File: src/rtl/adpcm_mc.sv
// Multi-channel IMA ADPCM codec: one bit-serial encode/decode engine shared by
// CH_N channels, each with its own predictor and step index, toggle-request handshake.
module adpcm_mc #(
  parameter int unsigned CH_N = 4,
  parameter int unsigned CH_W = (CH_N > 1) ? $clog2(CH_N) : 1
) (
  input  logic               clk,
  input  logic               rst,
  input  logic               enable,
  input  logic               sel_rx,
  input  logic [CH_W-1:0]    ch,
  input  logic               req,
  input  logic signed [15:0] rx_pcm,
  input  logic [3:0]         rx_adpcm,
  output logic               ack,
  output logic [3:0]         tx_adpcm,
  output logic signed [15:0] tx_pcm,
  output logic               busy,
  output logic               ovf
);

  localparam int unsigned IDX_MAX = 88;

  localparam logic [14:0] STEP_TAB [89] = '{
    15'd7,     15'd8,     15'd9,     15'd10,    15'd11,    15'd12,    15'd13,    15'd14,
    15'd16,    15'd17,    15'd19,    15'd21,    15'd23,    15'd25,    15'd28,    15'd31,
    15'd34,    15'd37,    15'd41,    15'd45,    15'd50,    15'd55,    15'd60,    15'd66,
    15'd73,    15'd80,    15'd88,    15'd97,    15'd107,   15'd118,   15'd130,   15'd143,
    15'd157,   15'd173,   15'd190,   15'd209,   15'd230,   15'd253,   15'd279,   15'd307,
    15'd337,   15'd371,   15'd408,   15'd449,   15'd494,   15'd544,   15'd598,   15'd658,
    15'd724,   15'd796,   15'd876,   15'd963,   15'd1060,  15'd1166,  15'd1282,  15'd1411,
    15'd1552,  15'd1707,  15'd1878,  15'd2066,  15'd2272,  15'd2499,  15'd2749,  15'd3024,
    15'd3327,  15'd3660,  15'd4026,  15'd4428,  15'd4871,  15'd5358,  15'd5894,  15'd6484,
    15'd7132,  15'd7845,  15'd8630,  15'd9493,  15'd10442, 15'd11487, 15'd12635, 15'd13899,
    15'd15289, 15'd16818, 15'd18500, 15'd20350, 15'd22385, 15'd24623, 15'd27086, 15'd29794,
    15'd32767
  };

  typedef enum logic [2:0] {IDLE, LOAD, Q2, Q1, Q0, UPD, ACK} state_t;

  state_t state, state_d;

  logic signed [15:0] pred_mem [CH_N];
  logic [6:0]         idx_mem  [CH_N];

  logic               req_q;
  logic [CH_W-1:0]    ch_q, ch_d;
  logic               dec_q, dec_d;
  logic signed [15:0] pcm_q, pcm_d;
  logic [3:0]         code_q, code_d;
  logic signed [15:0] pred_q, pred_d;
  logic [6:0]         idx_q, idx_d;
  logic [14:0]        step_q, step_d;
  logic [16:0]        diff_q, diff_d;
  logic [16:0]        vpd_q, vpd_d;
  logic               sign_q, sign_d;
  logic [2:0]         mag_q, mag_d;
  logic               ack_d, busy_d, ovf_d;
  logic [3:0]         tx_adpcm_d;
  logic signed [15:0] tx_pcm_d;
  logic               clr, wr_en;

  logic               req_edge;
  logic signed [15:0] pred_rd;
  logic [6:0]         idx_rd;
  logic [16:0]        dsum;
  logic [17:0]        psum;
  logic [7:0]         adj, isum;
  logic signed [15:0] pred_new;
  logic [6:0]         idx_new;
  logic [16:0]        s_cur;
  logic [1:0]         k;
  logic               rbit;

  assign req_edge = enable && (req != req_q);
  assign pred_rd  = pred_mem[ch_q];
  assign idx_rd   = idx_mem[ch_q];
  assign dsum     = {pcm_q[15], pcm_q} - {pred_rd[15], pred_rd};

  // Saturating predictor and clamped index update, used in UPD
  assign psum = sign_q ? ({{2{pred_q[15]}}, pred_q} - {1'b0, vpd_q})
                       : ({{2{pred_q[15]}}, pred_q} + {1'b0, vpd_q});
  assign pred_new = ($signed(psum) > 18'sd32767)  ? 16'sh7FFF :
                    ($signed(psum) < -18'sd32768) ? 16'sh8000 : psum[15:0];

  always_comb begin
    adj = 8'hFF;
    case (mag_q)
      3'd4:    adj = 8'd2;
      3'd5:    adj = 8'd4;
      3'd6:    adj = 8'd6;
      3'd7:    adj = 8'd8;
      default: adj = 8'hFF;
    endcase
  end

  assign isum    = {1'b0, idx_q} + adj;
  assign idx_new = isum[7] ? 7'd0 : (isum > 8'(IDX_MAX)) ? 7'(IDX_MAX) : isum[6:0];

  // Magnitude-bit slice for the current quantiser state
  always_comb begin
    k     = 2'd0;
    s_cur = 17'(step_q >> 2);
    case (state)
      Q2: begin k = 2'd2; s_cur = 17'(step_q); end
      Q1: begin k = 2'd1; s_cur = 17'(step_q >> 1); end
      default: ;
    endcase
  end

  assign rbit = dec_q ? code_q[k] : (diff_q >= s_cur);

  always_ff @(posedge clk) begin
    if (rst) state <= IDLE;
    else     state <= state_d;
  end

  always_comb begin
    state_d    = state;
    ch_d       = ch_q;
    dec_d      = dec_q;
    pcm_d      = pcm_q;
    code_d     = code_q;
    pred_d     = pred_q;
    idx_d      = idx_q;
    step_d     = step_q;
    diff_d     = diff_q;
    vpd_d      = vpd_q;
    sign_d     = sign_q;
    mag_d      = mag_q;
    ack_d      = 1'b0;
    busy_d     = busy;
    ovf_d      = ovf;
    tx_adpcm_d = tx_adpcm;
    tx_pcm_d   = tx_pcm;
    clr        = 1'b0;
    wr_en      = 1'b0;

    if (!enable) begin
      state_d = IDLE;
      busy_d  = 1'b0;
      ovf_d   = 1'b0;
      clr     = 1'b1;
    end else begin
      if (req_edge && state != IDLE) ovf_d = 1'b1;
      case (state)
        IDLE: if (req_edge) begin
          ch_d    = (32'(ch) < CH_N) ? ch : '0;
          dec_d   = sel_rx;
          pcm_d   = rx_pcm;
          code_d  = rx_adpcm;
          busy_d  = 1'b1;
          state_d = LOAD;
        end
        LOAD: begin
          pred_d  = pred_rd;
          idx_d   = idx_rd;
          step_d  = STEP_TAB[idx_rd];
          vpd_d   = 17'(STEP_TAB[idx_rd] >> 3);
          sign_d  = dec_q ? code_q[3] : dsum[16];
          diff_d  = dsum[16] ? (17'd0 - dsum) : dsum;
          mag_d   = 3'd0;
          state_d = Q2;
        end
        Q2, Q1, Q0: begin
          mag_d[k] = rbit;
          if (rbit) vpd_d = vpd_q + s_cur;
          if (rbit && !dec_q) diff_d = diff_q - s_cur;
          state_d = (state == Q2) ? Q1 : (state == Q1) ? Q0 : UPD;
        end
        UPD: begin
          wr_en      = 1'b1;
          tx_pcm_d   = pred_new;
          tx_adpcm_d = dec_q ? 4'h0 : {sign_q, mag_q};
          ack_d      = 1'b1;
          state_d    = ACK;
        end
        ACK: begin
          busy_d  = 1'b0;
          state_d = IDLE;
        end
        default: state_d = IDLE;
      endcase
    end
  end

  always_ff @(posedge clk) begin
    if (rst) begin
      req_q    <= req;
      ch_q     <= '0;
      dec_q    <= 1'b0;
      pcm_q    <= '0;
      code_q   <= '0;
      pred_q   <= '0;
      idx_q    <= '0;
      step_q   <= '0;
      diff_q   <= '0;
      vpd_q    <= '0;
      sign_q   <= 1'b0;
      mag_q    <= '0;
      ack      <= 1'b0;
      busy     <= 1'b0;
      ovf      <= 1'b0;
      tx_adpcm <= '0;
      tx_pcm   <= '0;
    end else begin
      req_q    <= req;
      ch_q     <= ch_d;
      dec_q    <= dec_d;
      pcm_q    <= pcm_d;
      code_q   <= code_d;
      pred_q   <= pred_d;
      idx_q    <= idx_d;
      step_q   <= step_d;
      diff_q   <= diff_d;
      vpd_q    <= vpd_d;
      sign_q   <= sign_d;
      mag_q    <= mag_d;
      ack      <= ack_d;
      busy     <= busy_d;
      ovf      <= ovf_d;
      tx_adpcm <= tx_adpcm_d;
      tx_pcm   <= tx_pcm_d;
    end
  end

  // Per-channel state; only the captured channel is ever written
  always_ff @(posedge clk) begin
    if (rst || clr) begin
      for (int i = 0; i < int'(CH_N); i++) begin
        pred_mem[i] <= '0;
        idx_mem[i]  <= '0;
      end
    end else if (wr_en) begin
      pred_mem[ch_q] <= pred_new;
      idx_mem[ch_q]  <= idx_new;
    end
  end

endmodule

File: config.mk
export PLATFORM = sky130hd
export DESIGN_NAME = adpcm_mc
export DESIGN_NICKNAME = d
export VERILOG_FILES = /design/src/rtl/adpcm_mc.sv
export SDC_FILE = /design/constraint.sdc
export NUM_CORES = 1
export LEC_CHECK = 0
export CAP_MARGIN = 40
export CORE_ASPECT_RATIO = 1.2
export CORE_MARGIN = 4
export CORE_UTILIZATION = 35
export CTS_BUF_LIST = sky130_fd_sc_hd__clkbuf_2 sky130_fd_sc_hd__clkbuf_4 sky130_fd_sc_hd__clkbuf_8
export CTS_CLUSTER_DIAMETER = 80
export DETAILED_ROUTE_END_ITERATION = 16
export GPL_TIMING_DRIVEN = 0
export PLACE_DENSITY_LB_ADDON = 0.25
export SYNTH_ARGS = -nofsm -noshare
export SYNTH_HDL_FRONTEND = slang
export SYNTH_SLANG_ARGS = --single-unit
File: constraint.sdc
create_clock -name clk -period 5.91 [get_ports clk]
set_input_delay 1.182 -clock clk [delete_from_list [all_inputs] [get_ports clk]]
set_output_delay 1.182 -clock clk [all_outputs]
set_load 0.02 [all_outputs]
==> results of run 1 <==
## where the power goes
group	leakage [nW]	internal, mW	switching, mW	total [mW]
Combinational	3.80	0.673	1.22	1.89
Clock	0.394	0.764	0.660	1.42
Sequential	2.06	1.63	0.0350	1.67
Total	6.26	3.07	1.91	4.98
## synth_stat cells, drive strengths merged (7+ instances only)
cell type and instances:
a211o 10, a211oi 25, a21o 26, a21oi 167, a221oi 10, a22oi 14
a311oi 13, a31oi 30, and3 10, buf 35, clkbuf 73, dfxtp 128
edfxtp 92, ha 81, inv 81, mux2i 36, mux4 20, nand2 251
nand2b 18, nand3 27, nand4 7, nor2 169, nor2b 8, nor3 82
nor4 11, o2111ai 8, o211ai 16, o21a 15, o21ai 83, o21bai 11
or2 9, or3 7, xnor2 58, xor2 20
## routing by layer
layer / up-vias / global-route usage (%)
met2: 431 / 37.0
li1: 6423 / -
met5: - / 0
met1: 6429 / 27.7
met3: 107 / 2.93
met4: 0 / 7.11
## final timing paths
path         startpoint   endpoint  slack, ps  cells past startpoint
max reg2reg    state[0]  diff_q[8]        680                     15
min           step_q[0]  step_q[0]        460                      2
max            state[0]  diff_q[8]        680                     15
min reg2reg   step_q[0]  step_q[0]        460                      2
## cell type report
class | count | area [um2]
timing repair buffer | 52 | 568
tap | 539 | 674
clock inverter | 11 | 95.1
sequential | 220 | 5330
multi-input combinational | 1318 | 8580
inverter | 82 | 308
clock buffer | 54 | 656
buffer | 108 | 448
fill | 4207 | 24400
## sequential cells by signal, summed over array words and instances (netlist names), named ones only
signal and count:
pred_mem 64, idx_mem 28, diff_q 17, vpd_q 17, pcm_q 16, pred_q 16, tx_pcm 16, step_q 15
idx_q 7, code_q 4, tx_adpcm 4, mag_q 3, state 3, ch_q 2, ack 1, busy 1
dec_q 1, ovf 1, req_q 1, sign_q 1
## through the flow
| stage | setup WS [ps] | instance area [um2] | power [mW] |
|---|---|---|---|
| 6_report | 684 | 16700 | 4.98 |
| 2_1_floorplan | 1950 | 14700 | 3.06 |
| 4_1_cts | 718 | 16700 | 5.00 |
| 3_5_place_dp | 733 | 15900 | 3.55 |
| 3_3_place_gp | 199 | 15800 | 3.54 |
| 5_1_grt | 340 | 16700 | 5.25 |
## worst register-to-register path, delay by kind of cell, from the launching register on
kind	cells	cell delay [ps]
AOI/OAI and AO/OA	6	2590
buffers and inverters	4	1440
adders and majority gates	1	350
DFF	1	310
and+or+nand+nor	3	240
muxes	1	160
## logic make-up (layout without fill, tap and decap cells)
| group | Yosys count | count (layout) |
|---|---|---|
| xor gates and xnor gates | 79 | 79 |
| AOI/OAI and AO/OA | 477 | 477 |
| and+or+nand+nor | 616 | 616 |
| muxes | 60 | 60 |
| buffers and inverters | 190 | 307 |
| DFF | 220 | 220 |
| adders and majority gates | 86 | 86 |
==> summary.txt, run 1 <==
DP HPWL = 38300 um
Setup TNS = 0 ps
Initial DRC count = 1054
Drt pass-1 iters = 5
Clock Path Buffers = 3
Max VDD drop = 0.180 mV
Status = finished, final reports clean
CP top delay family = compound AO/OA/AOI/OAI gates
GP Congestion = 0.931
Power Dens Cells = 299 nW/um2
Fin cells = 2384
WP data required = 6320 ps
CP max FO = 10
Post-route minimum period = 5230 ps
Detail Route Antenna Nets = 0
Top area cells in the synthesized netlist = edfxtp_1 (19%), dfxtp_1 (17%), ha_1 (6.9%)
Static Leak = 6.26 nW
Diode count = 0
Metal2 WL = 24200 um
Simple-gate share of the synthesized area = 18.7%
Sink Count = 220
Main combinational cell family by area after synthesis = compound AO/OA/AOI/OAI gates
Initial antenna violation count = 0
Mux contribution to synthesized area = 5.84%
Post-CTS setup buffers = 0
Max frequency = 191 MHz
Clock Latency Late Sink = 560 ps
Synth Instances = 1728
Max Cap Viol = 0
Core Area = 41000 um2
Drt drc = 0
Most frequent cells in the layout = nand2_1 (248), nor2_1 (169), a21oi_1 (165)
Largest net degree at the start of global routing = 21
Total track usage = 21.4%
Placed cells = 2319
Total CTS buffers = 37
Worst Setup End Kind = register
Finished Core Util = 40.6%
CTS tree = yes
Fraction of layout cells with a size suffix above 1 = 8.51%
Hold Buf Count CTS = 0
Avg Inst Size Synth = 8.48 um2
Number of global-route vias before repair = 13.0k
CTS root buf = clkbuf_8
Yosys top cell area share = 18.9%
Vias after detailed routing = 13.4k
RSZ-0062 raised after global routing = false
Met3 routed WL = 2500 um
# setup viols final = 0
Worst-path clk slew = 60 ps
Syn Nets = 1841
Final Skew = 18.5 ps
Port bufs = 47
First-pass GRT wire length = 76800 um
Critical path type = reg -> reg
Gr ovfl total = 0
Worst slew pin tran = 940 ps
Met1 wire length = 21700 um
Avg WL per Cell = 21.0 um
Synth warn = 0
Register area share after synthesis = 36.3%
Via/cell ratio = 5.62
Commonest non-fill, non-tap cell in the layout = nand2_1
Worst hold path type = reg -> reg
Top_reg_cell synth = dfxtp_1
Compound-Gate Fraction of Synth Area = 21.5%
Area grow syn2layout = 13.7%
Post-synth ARST share = 0%
Crit-path cells = clkbuf_1 -> clkbuf_1 -> mux2i_1 -> o21ai_0 -> inv_1 -> ha_1 -> nand2b_1 -> a21oi_1 -> nor4_2 -> o41ai_2 -> a221o_1 -> o21ai_1 -> clkbuf_1 -> a311oi_1 -> nor3_1
I/O pin total = 50
Largest area contributor in the netlist = edfxtp_1
Fin. Hold Viols = 0
Worst path slowest cell = o21ai_0
Slew Limit Fails = 0
Die height = 232 um
Slew HR = 37.2%
Post-CTS resize count = 0
Unique cell type count in the Yosys netlist = 92
CP most frequent cell = clkbuf_1
Period Utilization, post-route = 88.4%
Nets = 1932
Number of synthesized flops with an enable pin = 92
Die area = 45200 um2
H-Tree Depth = 2
Starting Density = 35.7%
Top Metal Used = met4
Critical path arrival = 5630 ps
WP buf/inv = 4
CP max stage delay = 720 ps
Num rows = 81
Yosys reg bits = 220
Fin Hold WS = 456 ps
XOR/XNOR share of the synthesized area = 4.87%
Die width = 195 um
Post-Syn Area = 14700 um2
Startpoint types = register
Synth Area in Adders = 7.60%
Routed Wire Length = 50000 um
No activity file was read; power rests on OpenSTA's default activity.
==> run 2: changes to the inputs <==
MAX_ROUTING_LAYER = met4   (was not set)
==> summary.txt, run 2 (synthesized netlist as in run 1, its figures left out) <==
CP max stage delay = 520 ps (was 720 ps)
Final instance area = 16700 um2 (about the same)
Biggest regs = pred_mem x64, idx_mem x28 (unchanged)
Clock Path Buffers = 3 (unchanged)
# setup viols final = 0 (unchanged)
Num rows = 81 (unchanged)
Fin. Hold Viols = 0 (unchanged)
Die width = 195 um (unchanged)
Worst Setup EP = diff_q[8] (unchanged)
Area grow syn2layout = 13.8% (was 13.7%)
Worst-path clk slew = 60 ps (about the same)
Reg2Reg Depth = 17 (was 15)
Total track usage = 22.0% (was 21.4%)
Post-CTS resize count = 0 (unchanged)
Max frequency = 193 MHz (was 191 MHz)
Vias after detailed routing = 13.4k (about the same)
CTS tree = yes (unchanged)
DP HPWL = 37900 um (was 38300 um)
Reg2reg start = state[2] (was state[0])
Largest Register = pred_mem (unchanged)
Routed Wire Length = 49300 um (was 50000 um)
GP Congestion = 0.960 (was 0.931)
Critical R2R Capture = diff_q[8] (unchanged)
Slew Limit Fails = 0 (unchanged)
Final Skew = 30.5 ps (was 18.5 ps)
Min-delay src = step_q[0] (unchanged)
Post-CTS setup buffers = 0 (unchanged)
Placed Instance Area = 15900 um2 (about the same)
Drt drc = 0 (unchanged)
Max Cap Viol = 0 (unchanged)
Worst Setup End Kind = register (unchanged)
Die height = 232 um (unchanged)
Gr ovfl total = 0 (unchanged)
Pre-CTS setup slack = 712 ps (was 733 ps)
Initial DRC count = 1016 (was 1054)
WP data required = 6330 ps (was 6320 ps)
RSZ-0062 raised after global routing = false (unchanged)
WP buf/inv = 5 (was 4)
Nets = 1933 (was 1932)
Power Dens Cells = 300 nW/um2 (was 299 nW/um2)
Die area = 45200 um2 (unchanged)
CP most frequent cell = clkbuf_1 (unchanged)
Largest net degree at the start of global routing = 21 (unchanged)
Critical path type = reg -> reg (unchanged)
Startpoint types = register (unchanged)
Static Leak = 6.28 nW (was 6.26 nW)
Detail Route Antenna Nets = 0 (unchanged)
First-pass GRT wire length = 76800 um (about the same)
Post-route minimum period = 5190 ps (was 5230 ps)
Period Utilization, post-route = 87.9% (was 88.4%)
Slew HR = 44.4% (was 37.2%)
Worst slew pin tran = 826 ps (was 940 ps)
Placed cells = 2319 (unchanged)
Crit-path cells = clkbuf_1 -> nand2b_1 -> clkbuf_1 -> clkbuf_1 -> nand2_1 -> o21ai_0 -> inv_1 -> ha_1 -> nand2b_1 -> a21oi_1 -> nor4_2 -> o41ai_2 -> a221o_1 -> o21ai_1 -> clkbuf_1 -> a311oi_1 -> nor3_1 (was clkbuf_1 -> clkbuf_1 -> mux2i_1 -> o21ai_0 -> inv_1 -> ha_1 -> nand2b_1 -> a21oi_1 -> nor4_2 -> o41ai_2 -> a221o_1 -> o21ai_1 -> clkbuf_1 -> a311oi_1 -> nor3_1)
I/O pin total = 50 (unchanged)
Avg WL per Cell = 20.6 um (was 21.0 um)
Fraction of layout cells with a size suffix above 1 = 8.66% (was 8.51%)
Starting Density = 35.7% (unchanged)
Hold Buf Count CTS = 0 (unchanged)
Fin cells = 2387 (was 2384)
Core Area = 41000 um2 (unchanged)
Clock Latency Late Sink = 560 ps (about the same)
Port bufs = 47 (unchanged)
Max VDD drop = 0.214 mV (was 0.180 mV)
WP depth = 17 (was 15)
Drt pass-1 iters = 6 (was 5)
Total CTS buffers = 38 (was 37)
Via/cell ratio = 5.62 (about the same)
Most frequent cells in the layout = nand2_1 (248), nor2_1 (169), a21oi_1 (165) (unchanged)
Worst hold path type = reg -> reg (unchanged)
Status = finished, final reports clean (unchanged)
Worst setup path startpoint = state[2] (was state[0])
CP top delay family = compound AO/OA/AOI/OAI gates (unchanged)
Commonest non-fill, non-tap cell in the layout = nand2_1 (unchanged)
Worst path slowest cell = o41ai_2 (was o21ai_0)
Sink Count = 220 (unchanged)
Number of global-route vias before repair = 13.3k (was 13.0k)
Final worst setup slack = 716 ps (was 684 ps)
H-Tree Depth = 2 (unchanged)
Largest register FFs = 64 (unchanged)
Setup TNS = 0 ps (unchanged)
Diode count = 0 (unchanged)
Initial antenna violation count = 0 (unchanged)
Minimum setup slack among reg-to-reg paths = 720 ps (was 680 ps)
CTS root buf = clkbuf_8 (unchanged)
Critical path arrival = 5620 ps (was 5630 ps)
CP max FO = 10 (unchanged)
run 2: cell types whose count changed in the layout (fill, tap and decap cells not counted):
cell | before | now
buf_16 | 2 | 1
buf_8 | 1 | 2
clkbuf_4 | 14 | 12
clkbuf_8 | 40 | 44
clkinv_2 | 2 | 6
clkinvlp_4 | 2 | 0
inv_8 | 1 | 0
run 2: where the power goes:
group | switching [mW] | total [mW] | leakage [nW] | internal [mW]
sequential | 0.0344 | 1.67 | 2.06 | 1.63
combinational | 1.21 | 1.88 | 3.80 | 0.672
clock | 0.653 | 1.46 | 0.423 | 0.803
total | 1.89 | 5.00 | 6.28 | 3.11
run 2: through the flow:
step	power, mW	utilization (%)	hold WS, ps
after floorplan	3.06	-	431
after global placement	3.54	38.5	440
after detailed placement	3.55	38.7	443
after CTS	5.02	40.6	454
after global routing	5.28	40.6	473
final	5.00	40.6	451
run 2: cell type report:
type	count	area [um2]
multi-input cells	1318	8580
flip-flops and latches	220	5330
clock buffers	56	696
repair buffers	52	556
well taps	539	674
inverters	82	308
plain buffers	108	448
fillers	4190	24400
clock inverters	12	88.8
run 2: worst min-delay path by stage:
stage / slack, ps / cells past startpoint / endpoint
2_1_floorplan: 430 / 2 / step_q[0]
3_3_place_gp: 440 / 1 / tx_pcm[15]
3_5_place_dp: 440 / 2 / tx_pcm[5]
4_1_cts: 450 / 2 / tx_pcm[12]
5_1_grt: 470 / 2 / tx_pcm[5]
6_report: 450 / 2 / step_q[0]
run 2: layer usage:
layer | global-route usage, % | wire, um | vias up
met3 | 3.42 | 3110 | 127
met4 | 8.99 | 2160 | 0
met2 | 36.0 | 23400 | 498
met5 | - | 0 | -
met1 | 27.3 | 20500 | 6356
li1 | - | - | 6426
run 2: worst register-to-register path, cell delays in order (launching register included):
cell and delay [ps]:
dfxtp_1 350, clkbuf_1 340, nand2b_1 240, clkbuf_1 350
clkbuf_1 370, nand2_1 100, o21ai_0 320, inv_1 200
ha_1 350, nand2b_1 70, a21oi_1 280, nor4_2 90
o41ai_2 520, a221o_1 450, o21ai_1 280, clkbuf_1 340
a311oi_1 330, nor3_1 70
